$ cat src/rtl/fc_pkg.sv
// Shared types and helpers for the FC-layer argmax stage.
package fc_pkg;

  typedef enum logic [0:0] {
    COLLECT = 1'b0,
    RESULT  = 1'b1
  } state_t;

  // Index width never collapses to zero, so M=1 still gets a 1-bit index.
  function automatic int idx_width(input int m);
    return (m <= 1) ? 1 : $clog2(m);
  endfunction

  function automatic logic signed [63:0] min_signed(input int t);
    return -(64'sd1 <<< (t - 1));
  endfunction

endpackage

$ cat src/rtl/fc_argmax_stage_if.sv
// Input stream and result handshake for the argmax stage.
interface fc_argmax_stage_if #(
  parameter int M = 6,
  parameter int T = 16
);
  localparam int IW = fc_pkg::idx_width(M);

  logic                input_valid;
  logic                input_ready;
  logic signed [T-1:0] input_data;
  logic                output_valid;
  logic                output_ready;
  logic [IW-1:0]       output_index;
  logic signed [T-1:0] output_data;

  modport master (
    output input_valid, input_data, output_ready,
    input  input_ready, output_valid, output_index, output_data
  );

  modport slave (
    input  input_valid, input_data, output_ready,
    output input_ready, output_valid, output_index, output_data
  );

endinterface

$ cat src/rtl/fc_argmax_count.sv
// Modulo-M element counter with a terminal flag on the last element.
module fc_argmax_count
  import fc_pkg::*;
#(
  parameter int M = 6
) (
  input  logic                      clk,
  input  logic                      reset,
  input  logic                      incr,
  input  logic                      clr,
  output logic [idx_width(M)-1:0]   cnt,
  output logic                      last
);
  localparam int IW = idx_width(M);

  assign last = (cnt == IW'(M - 1));

  always_ff @(posedge clk or posedge reset) begin
    if (reset) begin
      cnt <= '0;
    end else if (clr) begin
      cnt <= '0;
    end else if (incr) begin
      cnt <= last ? '0 : cnt + IW'(1);
    end
  end

endmodule

$ cat src/rtl/fc_argmax_stage.sv
// Reduces an M-element FC output vector to the index and value of its maximum.
//   state   | meaning
//   COLLECT | accepting elements, tracking running max and its position
//   RESULT  | presenting index/value until downstream consumes it
module fc_argmax_stage
  import fc_pkg::*;
#(
  parameter int M = 6,
  parameter int T = 16
) (
  input logic               clk,
  input logic               reset,
  fc_argmax_stage_if.slave  bus
);
  localparam int IW = idx_width(M);
  localparam logic signed [T-1:0] MIN_VAL = T'(min_signed(T));

  state_t              state_q, state_d;
  logic                accept, consume;
  logic                cnt_last;
  logic [IW-1:0]       cnt;
  logic signed [T-1:0] max_q;
  logic [IW-1:0]       idx_q;

  assign bus.input_ready  = (state_q == COLLECT) && !reset;
  assign bus.output_valid = (state_q == RESULT);
  assign bus.output_index = idx_q;
  assign bus.output_data  = max_q;

  assign accept  = bus.input_valid && bus.input_ready;
  assign consume = bus.output_valid && bus.output_ready;

  fc_argmax_count #(.M(M)) u_count (
    .clk   (clk),
    .reset (reset),
    .incr  (accept),
    .clr   (state_q == RESULT),
    .cnt   (cnt),
    .last  (cnt_last)
  );

  always_ff @(posedge clk or posedge reset) begin
    if (reset) state_q <= COLLECT;
    else       state_q <= state_d;
  end

  always_comb begin
    state_d = state_q;
    case (state_q)
      COLLECT: if (accept && cnt_last) state_d = RESULT;
      RESULT:  if (consume)            state_d = COLLECT;
      default:                         state_d = COLLECT;
    endcase
  end

  // First element always seeds the max; strict compare keeps the earlier index on ties.
  always_ff @(posedge clk or posedge reset) begin
    if (reset) begin
      max_q <= MIN_VAL;
      idx_q <= '0;
    end else if (accept) begin
      if (cnt == '0 || bus.input_data > max_q) begin
        max_q <= bus.input_data;
        idx_q <= cnt;
      end
    end
  end

endmodule
$ cat src/flat_wrapper.sv
// flat-port wrapper written by rule: the top's interface ports become plain ports
module fc_argmax_stage_flat import fc_pkg::*;
#(
  parameter int M = 6,
  parameter int T = 16
)
  (clk, reset, bus_input_valid, bus_input_data, bus_output_ready, bus_input_ready, bus_output_valid, bus_output_index, bus_output_data);
  fc_argmax_stage_if #(.M(M), .T(T)) bus_i ();
  input logic clk;
  input logic reset;
  input wire logic [$bits(bus_i.input_valid)-1:0] bus_input_valid;
  input wire logic [$bits(bus_i.input_data)-1:0] bus_input_data;
  input wire logic [$bits(bus_i.output_ready)-1:0] bus_output_ready;
  output wire logic [$bits(bus_i.input_ready)-1:0] bus_input_ready;
  output wire logic [$bits(bus_i.output_valid)-1:0] bus_output_valid;
  output wire logic [$bits(bus_i.output_index)-1:0] bus_output_index;
  output wire logic [$bits(bus_i.output_data)-1:0] bus_output_data;
  assign bus_i.input_valid = bus_input_valid;
  assign bus_i.input_data = bus_input_data;
  assign bus_i.output_ready = bus_output_ready;
  assign bus_input_ready = bus_i.input_ready;
  assign bus_output_valid = bus_i.output_valid;
  assign bus_output_index = bus_i.output_index;
  assign bus_output_data = bus_i.output_data;
  fc_argmax_stage #(.M(M), .T(T)) u_core (.clk(clk), .reset(reset), .bus(bus_i));
endmodule
$ cat config.mk
export PLATFORM = sky130hd
export DESIGN_NAME = fc_argmax_stage_flat
export DESIGN_NICKNAME = d
export VERILOG_FILES = /design/src/rtl/fc_pkg.sv /design/src/rtl/fc_argmax_stage_if.sv /design/src/rtl/fc_argmax_count.sv /design/src/rtl/fc_argmax_stage.sv /design/src/flat_wrapper.sv
export SDC_FILE = /design/constraint.sdc
export NUM_CORES = 1
export LEC_CHECK = 0
export CORE_UTILIZATION = 45
export CTS_BUF_LIST = sky130_fd_sc_hd__clkbuf_4 sky130_fd_sc_hd__clkbuf_8 sky130_fd_sc_hd__clkbuf_16
export CTS_CLUSTER_SIZE = 40
export DETAILED_ROUTE_END_ITERATION = 10
export PLACE_DENSITY = 0.87
export SLEW_MARGIN = 20
export SYNTH_ARGS = -nofsm -noshare
export SYNTH_HDL_FRONTEND = slang
export SYNTH_HIERARCHICAL = 1
export SYNTH_SLANG_ARGS = --single-unit
$ cat constraint.sdc
create_clock -name clk -period 7.3 [get_ports clk]
set_input_delay 1.095 -clock clk [delete_from_list [all_inputs] [get_ports clk]]
set_output_delay 1.095 -clock clk [all_outputs]
set_load 0.005 [all_outputs]
**After elaboration in Yosys (flattened, before gate mapping)**

Cells that the tools add are included.
W data, S select, Z words.

- Magnitude comparators: 1
- Bitwise operators: 1
- Reduce and logical (&&, ||, !) cells: 9
- Muxes and demuxes: 6
- Add/sub/neg operators: 1
- Equal/unequal tests: 1

Operators with widths:

| kind | count |
|---|---|
| $gt A16 B16 Y1 | 1 |
| $mux W3 | 3 |
| $logic_and A1 B1 Y1 | 4 |
| $add A3 B1 Y3 const B | 1 |
| $eq A3 B3 Y1 const B | 1 |
| $logic_not A3 Y1 | 1 |
| $mux W1 | 2 |
| $pmux W1 S2 | 1 |
| $reduce_and A2 Y1 | 1 |
| $reduce_bool A2 Y1 | 1 |
| $logic_not A1 Y1 | 1 |
| $logic_or A1 B1 Y1 | 1 |
| $not A1 Y1 | 1 |

- Bits of input ports: 20
- Output and inout port bits: 21
- Bits in registers: 23
- Word-level logic and storage cells: 23

**Depth between registers and ports, before layout**

Gate-level depths: netlist of the first run.

- Word-level depth: 6
- Mapped depth: 9
- Depth with buffers taken out: 8

**Hierarchy**

The synthesis of the first run kept the hierarchy.

Modules (own cells, without submodules):

| module | cells an instance | seq. area each (µm²) | instances | area an instance (µm²) |
|---|---|---|---|---|
| fc_argmax_stage | 114 | 501.7 | 1 | 1288.7 |
| fc_argmax_count | 13 | 75.1 | 1 | 151.4 |

**Worst setup path before layout of the first run**

OpenSTA, ideal clock, no wires.

- Path kind: input port to flip-flop
- Start: in bus_input_data[15]
- End: reg u_core.max_q[10], in the netlist u_core/bus.output_data[10]
- Required time: 7.175 ns
- Stages: 8
- Setup slack: 4.207 ns
- Path buffers: 1
- Data arrival time: 2.967 ns
- Setup time: 0.125 ns
- Cell sequence: ha_1 nand4_2 nor4_2 o21ai_1 a41o_1 a31oi_4 buf_12 mux2_4

- Word-level cells in the longest chain between the ends: 3

RTL lines:

| what | line | source |
|---|---|---|
| start: declaration | flat_wrapper.sv:12 | `input wire logic [$bits(bus_i.input_data)-1:0] bus_input_data;` |
| $gt A16 B16 Y1 | fc_argmax_stage.sv:62 | `if (cnt == '0 \|\| bus.input_data > max_q) begin` |
| $logic_or A1 B1 Y1 | fc_argmax_stage.sv:62 |  |
| $reduce_and A2 Y1 (no line) | n/a |  |
| end signal: assignment | fc_argmax_stage.sv:63 | `max_q <= bus.input_data;` |
| end: declaration | fc_argmax_stage.sv:22 | `logic signed [T-1:0] max_q;` |

Every way passes these cells.
A chain may end at the register's enable or synchronous reset.

**Worst setup path in the final report of the first run**

- Start: in bus_input_data[15]
- End: reg u_core.max_q[13], in the netlist u_core/bus.output_data[13]

Same word-level chain as after synthesis.

==> results of run 1 <==
-- per-layer routing --
layer / GRT usage, % / vias up
met2: 31.9 / 21
li1: - / 529
met3: 4.40 / 4
met5: 0 / -
met1: 23.7 / 521
met4: 9.18 / 0
-- through the flow --
| step | power (W) | instances | utilization [%] | setup slack, ps | hold slack (ps) |
|---|---|---|---|---|---|
| after global routing | 0.000763 | 214 | 62.3 | 3520 | 572 |
| after detailed placement | 0.000645 | 210 | 61.4 | 3370 | 520 |
| after CTS | 0.000706 | 214 | 62.3 | 3690 | 546 |
| after floorplan | 0.000483 | 127 | - | 4210 | 495 |
| final | 0.000699 | 214 | 62.3 | 3660 | 542 |
| after global placement | 0.000624 | 210 | 61.4 | 3460 | 508 |
-- power by group through the flow --
stage                     logic (W)  clock network (W)  registers (W)
after floorplan            0.000242                  0       0.000241
after global placement     0.000382                  0       0.000242
after detailed placement   0.000397                  0       0.000248
after CTS                  0.000399          0.0000611       0.000246
after global routing       0.000439          0.0000677       0.000256
final                      0.000397          0.0000574       0.000245
-- worst max-delay path by stage --
stage                                                   to  slack (ps)  cells after the start
finish              u_core/bus.output_data[13]$_DFFE_PP0P_        3660                      8
global route        u_core/bus.output_data[13]$_DFFE_PP0P_        3520                      8
CTS                 u_core/bus.output_data[13]$_DFFE_PP0P_        3690                      8
detailed placement  u_core/bus.output_data[13]$_DFFE_PP0P_        3370                      8
global placement    u_core/bus.output_data[13]$_DFFE_PP0P_        3460                      8
floorplan           u_core/bus.output_data[10]$_DFFE_PP0P_        4210                      8
-- worst reg2reg max path: stages, from the launching register on --
cell and delay [ps]:
dfstp_2 550, inv_1 40, ha_1 330, nand4_2 160
nor4_2 340, o21ai_1 150, a41o_1 300, a31oi_4 610
mux2_2 420
-- cell type report --
type / instances / share of cell area, %
well taps: 44 / 2.89
clock inverters: 1 / 0.263
inverters: 21 / 4.14
clock buffers: 3 / 1.18
repair buffers: 40 / 21.0
multi-input cells: 82 / 40.2
flip-flops and latches: 23 / 30.3
-- flip-flops by register name, indices dropped and copies added (netlist names) --
| name | cells |
|---|---|
| u_core/u_count/cnt | 3 |
| u_core/bus.output_index | 3 |
| u_core/bus.output_data | 16 |
| u_core/bus.output_valid | 1 |
-- cell usage in the layout, fill, tap and decap left out, drive strengths merged, types with 2 or more instances in the layout --
master         count
inv               21
ha                16
dfrtp             22
mux2              19
nand4              3
and3b              2
a21bo              2
clkdlybuf4s50     40
nor4               2
nand2              8
clkbuf             3
a21oi              9
nor2               5
o21ai              2
nor2b              3
-- logic make-up after synthesis --
logic type | synth area share [%]
AO/OA/AOI/OAI | 9.04
XOR/XNOR | 0.608
adder cells (fa/ha/maj) | 13.9
buffers and inverters | 6.86
flip-flops | 40.1
multiplexers | 17.5
AND/OR/NAND/NOR | 12.1
-- synthesized netlist by cell type, types with 2 or more instances --
master    n
a21oi_1   9
nor2b_1   3
and3b_2   2
nor2_1    5
a21bo_1   2
ha_1     16
dfrtp_1  22
mux2_4   10
nand4_1   2
mux2_2    9
inv_1    21
nand2_1   8
==> impl_metrics.json, run 1 <==
{
  "place.gp.congestion": 0.751,
  "wl_met3_um": 97,
  "synth_top_area_share_pct": 38.2,
  "clock_latency_ps": 310,
  "r2r_end": "u_core/bus.output_data[13]$_DFFE_PP0P_",
  "reg2reg_from": "u_core/bus.output_data[15]$_DFFE_PP1P_",
  "ios": 41,
  "cts_resized": 0,
  "cts_tree": "yes",
  "synth_cells": 127,
  "p_leak_nw": 0.924,
  "multi_input_area_um2": 764,
  "rrSetupSlack_ps": 4310,
  "regArea_um2": 577,
  "fin_skew_ps": 12.8,
  "grt_pass1_wl_um": 4870,
  "finalHoldViolCount": 0,
  "fill_cells": 260,
  "holdCritPathClass": "reg -> reg",
  "post_cts_buffers": 0,
  "min_to": "u_core/u_count/cnt[0]$_DFFE_PP0P_",
  "cp-startpoint": "bus_input_data[15]",
  "wire_per_inst_um": 13.4,
  "antenna_found_initial": 0,
  "final_area_um2": 1900,
  "setup_tns_ps": 0,
  "synth_edf_count": 0,
  "path_clk_slew_ps": 130,
  "drtIter0Drc": 18,
  "grt_pass1_vias": 1100,
  "drt-met1-wl_um": 1240,
  "cp_num_buf_inv": 1,
  "hold_depth": 1,
  "synth-seq-area-share_pct": 40.1,
  "crit_path_max_fanout": 16,
  "drc": 0,
  "nNetsFinal": 207,
  "diodes": 0,
  "p_switching_w": 0.000241,
  "die_x_um": 58.6,
  "drt_first_pass_iters": 4,
  "critPathMaxStageDelay_ps": 610,
  "initial_core_util_pct": 47.2,
  "coreArea_um2": 3050,
  "met2WireLength_um": 1480,
  "path_delay_family": "compound AO/OA/AOI/OAI gates",
  "fmax_mhz": 275,
  "clockBufferDepth": 2,
  "hold_start": "u_core/bus.output_valid$_DFF_PP0_",
  "cts_buffers": 3,
  "slew_viol_final": 0,
  "hpwlAfterDp_um": 2270,
  "die_h_um": 58.6,
  "syn_nets": 163,
  "placed_cell_area_um2": 1880,
  "num_vias": 1075,
  "setup_viol": 0,
  "cts_root_buf": "clkbuf_4",
  "internal_power_w": 0.000458,
  "worstPathRequired_ps": 7500,
  "sequentialPowerShare_pct": 35.0,
  "drive_above_1_share_pct": 18.8,
  "vdd_drop_max_mv": 0.170,
  "r2r_cells": 8,
  "postCtsHoldBufs": 0,
  "startpoint_type": "input port",
  "synth_top_cell_by_area": "dfrtp_1",
  "path_cells": "clkdlybuf4s50_1 -> ha_1 -> nand4_2 -> nor4_2 -> o21ai_1 -> a41o_1 -> a31oi_4 -> mux2_2",
  "power_density_nw_per_um2": 367,
  "synth_ff_type": "dfrtp_1",
  "slowest_stage": "a31oi_4",
  "synth.distinct_cells": 30,
  "critPathKind": "in -> reg",
  "yosys_warnings": 6,
  "drt-total-wl_um": 2870,
  "syn2layout_area_growth_pct": 32.1,
  "synth.area.top_cells": "dfrtp_1 38%, ha_1 14%, mux2_4 10%, mux2_2 7.0%, inv_1 5.5%",
  "worstPathArrival_ps": 3840,
  "io_buffers": 40,
  "clock_sinks": 23,
  "slew_headroom_pct": 41.6,
  "overflow": 0,
  "die_area_um2": 3430,
  "synth_seq_cells": 23,
  "via_per_inst": 5.02,
  "status": "complete, no violations",
  "top_layer_used": "met4",
  "switching_share_pct": 34.4,
  "clkPwrFrac_pct": 8.2,
  "ant_nets": 0,
  "worst_setup_path_end_kind": "flop",
  "htree_levels": 1,
  "async_flop_share_pct": 100,
  "rsz0062_at_grt": "false",
  "synth_area_um2": 1440,
  "rows": 20,
  "syn_avg_cell_area_um2": 11.3,
  "cap_violations": 0,
  "pwr-share-comb_pct": 56.8,
  "period_minus_slack_ps": 3640,
  "tightest_slew_ps": 868,
  "grt_max_degree": 21,
  "period_share_pct": 49.9,
  "grt.total_usage_pct": 19.2
}
No activity file was read; power rests on OpenSTA's default activity.
==> inputs of run 2 (changes only) <==
- clock period: 7.3 -> 3.8 ns (I/O delays scaled with it)
==> impl_metrics.json, run 2 (synthesized netlist as in run 1, its figures left out) <==
{
  "setup_viol": 0,
  "clkPwrFrac_pct": 8.7,
  "ant_nets": 0,
  "die_area_um2": 3430,
  "num_vias": 1075,
  "cap_violations": 0,
  "layout_commonest_cell": "clkdlybuf4s50_1",
  "worstPathRequired_ps": 4010,
  "grt.total_usage_pct": 19.2,
  "internal_power_w": 0.000896,
  "startpoint_type": "input port",
  "clockBufferDepth": 2,
  "tightest_slew_ps": 954,
  "die_x_um": 58.6,
  "post_cts_buffers": 0,
  "power_density_nw_per_um2": 717,
  "htree_levels": 1,
  "period_share_pct": 78.4,
  "slew_headroom_pct": 35.8,
  "p_leak_nw": 0.929,
  "cts_tree": "yes",
  "nNetsFinal": 208,
  "final_cell_mix": "40 x clkdlybuf4s50_1, 22 x dfrtp_1, 21 x inv_1",
  "grt_pass1_wl_um": 4930,
  "via_per_inst": 5.00,
  "overflow": 0,
  "coreArea_um2": 3050,
  "fmax_mhz": 335,
  "ios": 41,
  "period_minus_slack_ps": 2980,
  "placed_cell_area_um2": 1880,
  "diodes": 0,
  "final_area_um2": 1910,
  "status": "complete, no violations",
  "switching_share_pct": 34.7,
  "vdd_drop_max_mv": 0.373,
  "pwr-share-comb_pct": 57.0,
  "drc": 0,
  "cts_root_buf": "clkbuf_4",
  "path_clk_slew_ps": 120,
  "clock_latency_ps": 310,
  "slew_viol_final": 0,
  "initial_core_util_pct": 47.2,
  "critPathKind": "in -> reg",
  "die_h_um": 58.6,
  "antenna_found_initial": 0,
  "rsz0062_at_grt": "false",
  "io_buffers": 40,
  "fin_skew_ps": 3.86,
  "hpwlAfterDp_um": 2470,
  "grt_max_degree": 21,
  "drt_first_pass_iters": 4,
  "finalHoldViolCount": 0,
  "drive_above_1_share_pct": 19.3,
  "worstPathArrival_ps": 3190,
  "cts_resized": 0,
  "place.gp.congestion": 0.703,
  "syn2layout_area_growth_pct": 32.8,
  "rrSetupSlack_ps": 940,
  "clock_sinks": 23,
  "total_power_w": 0.00137,
  "grt_pass1_vias": 1145,
  "p_switching_w": 0.000476,
  "largest_reg_flops": 16,
  "drtIter0Drc": 17,
  "drt-total-wl_um": 3060,
  "holdCritPathClass": "in -> async",
  "wire_per_inst_um": 14.2,
  "rows": 20,
  "setup_tns_ps": 0,
  "worst_setup_path_end_kind": "flop",
  "postCtsHoldBufs": 0,
  "sequentialPowerShare_pct": 34.3,
  "crit_path_max_fanout": 12,
  "cts_buffers": 3
}
[run 2: final cells by class]
type | instances | area, um2
Clock buffer | 4 | 30.0
Fill cell | 258 | 1140
Inverter | 21 | 78.8
Multi-Input combinational cell | 82 | 764
Sequential cell | 23 | 577
Tap cell | 44 | 55.1
Timing Repair Buffer | 41 | 408
[run 2: critical path: stages]
cell and delay (ps):
clkdlybuf4s50_1 420, ha_1 370, nand4_2 160, nor4_2 320, o21ai_1 140, a41o_1 300, a31oi_4 230, buf_4 300
mux2_2 360
[run 2: path summary, 6_finish.rpt]
kind	from	to	depth (start not counted)
max	bus_input_data[15]	u_core/bus.output_data[12]$_DFFE_PP0P_	9
min	reset	u_core/u_count/cnt[2]$_DFFE_PP0P_	2
max reg2reg	u_core/bus.output_data[15]$_DFFE_PP1P_	u_core/bus.output_data[12]$_DFFE_PP0P_	9
min reg2reg	u_core/bus.output_data[13]$_DFFE_PP0P_	u_core/bus.output_data[13]$_DFFE_PP0P_	1
max in group asynchronous	reset	u_core/bus.output_data[3]$_DFFE_PP0P_	2
min in group clk	u_core/bus.output_data[13]$_DFFE_PP0P_	u_core/bus.output_data[13]$_DFFE_PP0P_	1
[run 2: power by group through the flow]
stage / combinational [W] / clock [W] / sequential, W
floorplan: 0.000464 / 0 / 0.000463
global placement: 0.000738 / 0 / 0.000465
detailed placement: 0.000777 / 0 / 0.000477
CTS: 0.000784 / 0.000124 / 0.000472
global route: 0.000847 / 0.000137 / 0.000489
finish: 0.000781 / 0.000119 / 0.000471
[run 2: per-layer routing]
layer  global-route usage [%]  vias to the layer above  wire [um]
met4                     10.5                        0         65
met2                     33.5                       21       1580
met1                     23.1                      526       1330
met5                        0                        -          0
li1                         -                      522          -
met3                     2.42                        6         90
[run 2: stage by stage]
stage | hold slack, ps | instances | util, % | setup WS (ps)
after floorplan | 324 | 127 | - | 1230
after global placement | 509 | 211 | 61.7 | 613
after detailed placement | 522 | 211 | 61.7 | 506
after CTS | 471 | 215 | 62.7 | 823
after global routing | 464 | 215 | 62.7 | 685
final | 472 | 215 | 62.7 | 819
==> inputs of run 3 (changes only) <==
- CORE_UTILIZATION: 45 -> 43
- clock period: 3.8 -> 2.7 ns (I/O delays scaled with it)
==> impl_metrics.json, run 3 (synthesized netlist as in run 1, its figures left out) <==
{
  "vdd_drop_max_mv": 0.503,
  "fin_skew_ps": 1.14,
  "rows": 20,
  "fmax_mhz": 390,
  "drt-total-wl_um": 3030,
  "slowest_stage": "clkdlybuf4s50_1",
  "final_util_pct": 63.3,
  "grt.total_usage_pct": 18.6,
  "startpoint_type": "input port",
  "final_area_um2": 1960,
  "drive_above_1_share_pct": 21.1,
  "antenna_found_initial": 0,
  "grt_pass1_vias": 1187,
  "nNetsFinal": 212,
  "syn2layout_area_growth_pct": 36.4,
  "coreArea_um2": 3100,
  "die_h_um": 59.9,
  "final_cell_mix": "40 x clkdlybuf4s50_1, 22 x dfrtp_1, 21 x inv_1",
  "cp_num_buf_inv": 2,
  "clock_latency_ps": 300,
  "slew_viol_final": 0,
  "largest_reg_flops": 16,
  "worstPathRequired_ps": 2900,
  "place.gp.congestion": 0.716,
  "drtIter0Drc": 24,
  "regArea_um2": 577,
  "cap_violations": 0,
  "cts_root_buf": "clkbuf_4",
  "crit_path_max_fanout": 12,
  "die_area_um2": 3580,
  "cts_tree": "yes",
  "critPathKind": "in -> reg",
  "status": "complete, no violations",
  "die_x_um": 59.9,
  "initial_core_util_pct": 46.4,
  "ios": 41,
  "clockBufferDepth": 2,
  "diodes": 0,
  "setup_tns_ps": 0,
  "ant_nets": 0,
  "path_delay_family": "buffers and inverters",
  "fill_cells": 272,
  "power_density_nw_per_um2": 1000,
  "layout_commonest_cell": "clkdlybuf4s50_1",
  "period_share_pct": 95.0,
  "io_buffers": 40,
  "overflow": 0,
  "tightest_slew_ps": 788,
  "drt_first_pass_iters": 4,
  "grt_max_degree": 21,
  "finalHoldViolCount": 0,
  "path_cells": "clkdlybuf4s50_1 -> ha_1 -> nand4_1 -> nor4_4 -> o21ai_1 -> a41o_1 -> a31oi_4 -> buf_12 -> mux2_2",
  "p_leak_nw": 0.963,
  "setup_viol": 0,
  "clock_sinks": 23,
  "slew_headroom_pct": 47.4,
  "placed_cell_area_um2": 1930,
  "htree_levels": 1,
  "path_clk_slew_ps": 120,
  "holdCritPathClass": "in -> async",
  "critPathMaxStageDelay_ps": 440,
  "multi_input_area_um2": 773,
  "cts_buffers": 3,
  "via_per_inst": 4.97,
  "hpwlAfterDp_um": 2460,
  "num_vias": 1089,
  "period_minus_slack_ps": 2560,
  "layoutNonFillerInstCount": 219,
  "hold_ws_ps": 330,
  "worst_setup_path_end_kind": "flop",
  "dp_cells": 215,
  "drc": 0,
  "wire_per_inst_um": 13.8,
  "grt_pass1_wl_um": 5000,
  "worstPathArrival_ps": 2770
}
[run 3: cell types whose count changed in the layout (fill, tap and decap cells not counted)]
| cell | previous run | this run |
|---|---|---|
| buf_12 | 0 | 1 |
| buf_4 | 1 | 4 |
| nor4_2 | 1 | 0 |
| nor4_4 | 0 | 1 |
[run 3: layer usage]
| metal | GRT usage [%] | share of wire (%) | up-vias |
|---|---|---|---|
| met1 | 21.0 | 42 | 522 |
| met4 | 8.31 | 2.0 | 0 |
| met2 | 35.1 | 53 | 26 |
| met5 | 0 | 0 | - |
| li1 | - | - | 535 |
| met3 | 1.52 | 2.9 | 6 |
[run 3: what timing repair did]
action	in CTS	in global routing
hold buffers	0	0
endpoints found under the setup margin	0	16
gates resized for setup	0	1
buffers inserted	0	0
[run 3: metrics by stage]
step | power (W) | worst slack [ps]
after floorplan | 0.00130 | 140
after global placement | 0.00174 | -115
after detailed placement | 0.00180 | -212
after CTS | 0.00197 | 62.6
after global routing | 0.00211 | -6.92
final | 0.00196 | 135
[run 3: layout make-up]
type                            count  area share, %
Clock buffer                        4           1.53
Inverter                           21           4.01
Multi-Input combinational cell     82           39.4
Sequential cell                    23           29.4
Tap cell                           44           2.80
Timing Repair Buffer               45           22.9
[run 3: worst paths after layout]
kind | startpoint | to | slack (ps) | cells past startpoint
max in group asynchronous | reset | u_core/bus.output_data[10]$_DFFE_PP0P_ | 1600 | 2
max reg2reg | u_core/bus.output_data[15]$_DFFE_PP1P_ | u_core/bus.output_data[4]$_DFFE_PP0P_ | 180 | 9
min reg2reg | u_core/bus.output_valid$_DFF_PP0_ | u_core/u_count/cnt[2]$_DFFE_PP0P_ | 540 | 1
min | reset | u_core/u_count/cnt[1]$_DFFE_PP0P_ | 330 | 2
max | bus_input_data[11] | u_core/bus.output_data[1]$_DFFE_PP0P_ | 140 | 9
min in group clk | u_core/bus.output_valid$_DFF_PP0_ | u_core/u_count/cnt[2]$_DFFE_PP0P_ | 540 | 1
[run 3: power breakdown]
part / switching (W) / leakage [nW] / internal (W) / total (W)
Clock: 0.0000982 / 0.0184 / 0.0000676 / 0.000166
Combinational: 0.000431 / 0.668 / 0.000709 / 0.00114
Sequential: 0.000144 / 0.277 / 0.000515 / 0.000659
Total: 0.000673 / 0.963 / 0.00129 / 0.00196
==> edit: new RTL, settings of run 3 <==
`M` is set to 6 in 4 places; all go to 7.
--- a/src/rtl/fc_argmax_stage_if.sv
+++ b/src/rtl/fc_argmax_stage_if.sv
@@ -1,6 +1,6 @@
 // Input stream and result handshake for the argmax stage.
 interface fc_argmax_stage_if #(
-  parameter int M = 6,
+  parameter int M = 7,
   parameter int T = 16
 );
   localparam int IW = fc_pkg::idx_width(M);
--- a/src/rtl/fc_argmax_count.sv
+++ b/src/rtl/fc_argmax_count.sv
@@ -2,7 +2,7 @@
 module fc_argmax_count
   import fc_pkg::*;
 #(
-  parameter int M = 6
+  parameter int M = 7
 ) (
   input  logic                      clk,
   input  logic                      reset,
--- a/src/rtl/fc_argmax_stage.sv
+++ b/src/rtl/fc_argmax_stage.sv
@@ -5,7 +5,7 @@
 module fc_argmax_stage
   import fc_pkg::*;
 #(
-  parameter int M = 6,
+  parameter int M = 7,
   parameter int T = 16
 ) (
   input logic               clk,
--- a/src/flat_wrapper.sv
+++ b/src/flat_wrapper.sv
@@ -1,7 +1,7 @@
 // flat-port wrapper written by rule: the top's interface ports become plain ports
 module fc_argmax_stage_flat import fc_pkg::*;
 #(
-  parameter int M = 6,
+  parameter int M = 7,
   parameter int T = 16
 )
   (clk, reset, bus_input_valid, bus_input_data, bus_output_ready, bus_input_ready, bus_output_valid, bus_output_index, bus_output_data);
Behaviour: not the same (Yosys sat finds a counterexample within 10 cycles, from zero or initial values and one cycle with reset high).
==> edit against run 3 <==
Routed wire length increased by 10%; core utilization increased by 0.73 points; total power increased by 0.13%; cell count increased by 4.1%; setup slack improved by 27 ps; sequential share of layout area decreased by 0.33 points; global-route usage increased by 2.9 points; final area increased by 1.1%; die area decreased by 0.17%; register-to-register slack got worse by 20 ps; worst hold slack got worse by 30 ps; count of clock-buffer cells in the layout unchanged; sequential cell count unchanged; synthesized area decreased by 0.17%; critical endpoint is now u_core/bus.output_data[2]; highest routed layer unchanged.
==> edit: results (changes against run 3) <==
- Status: finished clean
- RePlAce Congestion: 0.7640 (+6.7%)
- Vias in the first global route: 1,289 (+8.6%)
- Grt met1 use: 0.2275 (+0.01749)
- Commonest cells in the netlist: dfrtp_1, inv_1, ha_1, nand2_1
- Slowest cell on the critical path: dfstp_2
- Max stage delay on crit path: 560 ps (+120 ps)
- Post-CTS Setup Inserts: 0 (unchanged)
- Data arrival, critical path: 2750 ps (-20 ps)
- Worst VDD drop: 0.5454 mV (+8.3%)
- Post-synthesis sequential area ratio: 0.4012 (+0.0006972)
- First-pass GRT wire length: 5.561 mm (+11%)
- Synth Net Count: 167 (+2.5%)
- Final Skew: 1.493 ps (+0.3514 ps)
- Initial antenna violation count: 0 (unchanged)
- Fraction of registers with async set/reset: 1.000 (unchanged)
- Vias: 1,151 (+5.7%)
- Clk slew on worst S/H paths: 120 ps (about the same)
- Routed WL per cell: 14.61 um (+5.6%)
- Largest net degree at the start of global routing: 21 (unchanged)
- Cell class contributing the biggest share of worst-path delay: simple AND/OR/NAND/NOR gates
- Hpwl dp: 2.643 mm (+7.6%)
- Relative slew margins: 0.4692 (-0.005225)
- Nets: 221 (+4.2%)
- Diode count: 0 (unchanged)
- Reg2Reg Capture Point: u_core/bus.output_data[2]
- Clk_lat worst skew: 320 ps (+20 ps)
- Total GRT Usage: 0.2146 (+0.02865)
- Placed cell areas: 0.001948 sq mm (+1.2%)
- Layout cell share with drive strength beyond 1: 0.2283 (+0.01683)
- Initial DRT Pass Iterations: 4 (unchanged)
- Violation count after the first detailed-route iteration: 25 (+4.2%)
- Met3 global-route usage: 0.03680 (+0.02165)
- GR Layer Usage met2: 0.3873 (+0.03651)
- Worst reg2reg setup slack: 160 ps (-20 ps)
- Post_cts resized: 0 (unchanged)
- Top post-synthesis cells by area: dfrtp_1, ha_1, mux2_4
- Critical Path Fanout Max: 8 (-4)
- LEAKAGE: 0.9748 nW (+1.2%)
==> edit: kinds of logic after synthesis <==
family | Yosys count | share of synthesized area
AOI/OAI and AO/OA | 17 | 0.08007
adders and majority gates | 16 | 0.1393
buffers and inverters | 22 | 0.06876
DFF | 23 | 0.4012
muxes | 19 | 0.1749
and+or+nand+nor | 34 | 0.1358
==> edit: metrics by stage <==
stage	total power (W)	setup WS [ps]	hold slack [ps]	instances	setup TNS [ps]
detailed placement	0.001791	-242.4	515.9	224	-4082
finish	0.001967	161.5	300.2	228	0
CTS	0.001973	41.64	298.0	228	0
global placement	0.001717	-126.3	514.7	224	-1865
global route	0.002123	37.35	310.0	228	0
floorplan	0.001294	140.0	158.6	131	0
==> edit: worst register-to-register path, delay by kind of cell (launching register included) <==
| family | cells | cell delay, ps |
|---|---|---|
| fa+ha+maj | 1 | 300 |
| compound gates | 1 | 100 |
| buf+inv | 2 | 250 |
| flops | 1 | 560 |
| simple gates | 4 | 920 |
| mux | 1 | 310 |
==> edit: cell type report <==
class / count / area, sq um
Fill cell: 275 / 1116
Multi-Input combinational cell: 86 / 770.7
Sequential cell: 23 / 576.8
Timing Repair Buffer: 50 / 475.5
Inverter: 21 / 78.83
Tap cell: 44 / 55.05
Clock buffer: 4 / 30.03
==> edit: worst max path at each step <==
stage | from | end | cells after the start
floorplan | u_core/bus.output_data[15] | u_core/bus.output_data[10] | 9
detailed placement | bus_input_data[14] | u_core/bus.output_data[14] | 9
global route | bus_input_data[11] | u_core/bus.output_data[14] | 9
CTS | u_core/bus.output_data[15] | u_core/bus.output_data[5] | 9
finish | u_core/bus.output_data[15] | u_core/bus.output_data[2] | 9
global placement | bus_input_data[14] | u_core/bus.output_data[12] | 9
==> edit: report_power, final <==
group          total [W]  switching, W  leakage (nW)  internal, W
Clock           0.000171      0.000103        0.0184    0.0000680
Sequential      0.000662      0.000149         0.276     0.000513
Combinational    0.00113      0.000439         0.681     0.000695
Total            0.00197      0.000691         0.975      0.00128
==> edit: metal layers <==
metal | wire [um] | up-vias
li1 | - | 554
met5 | 0 | -
met1 | 1371 | 553
met2 | 1722 | 35
met3 | 125 | 9
met4 | 111 | 0
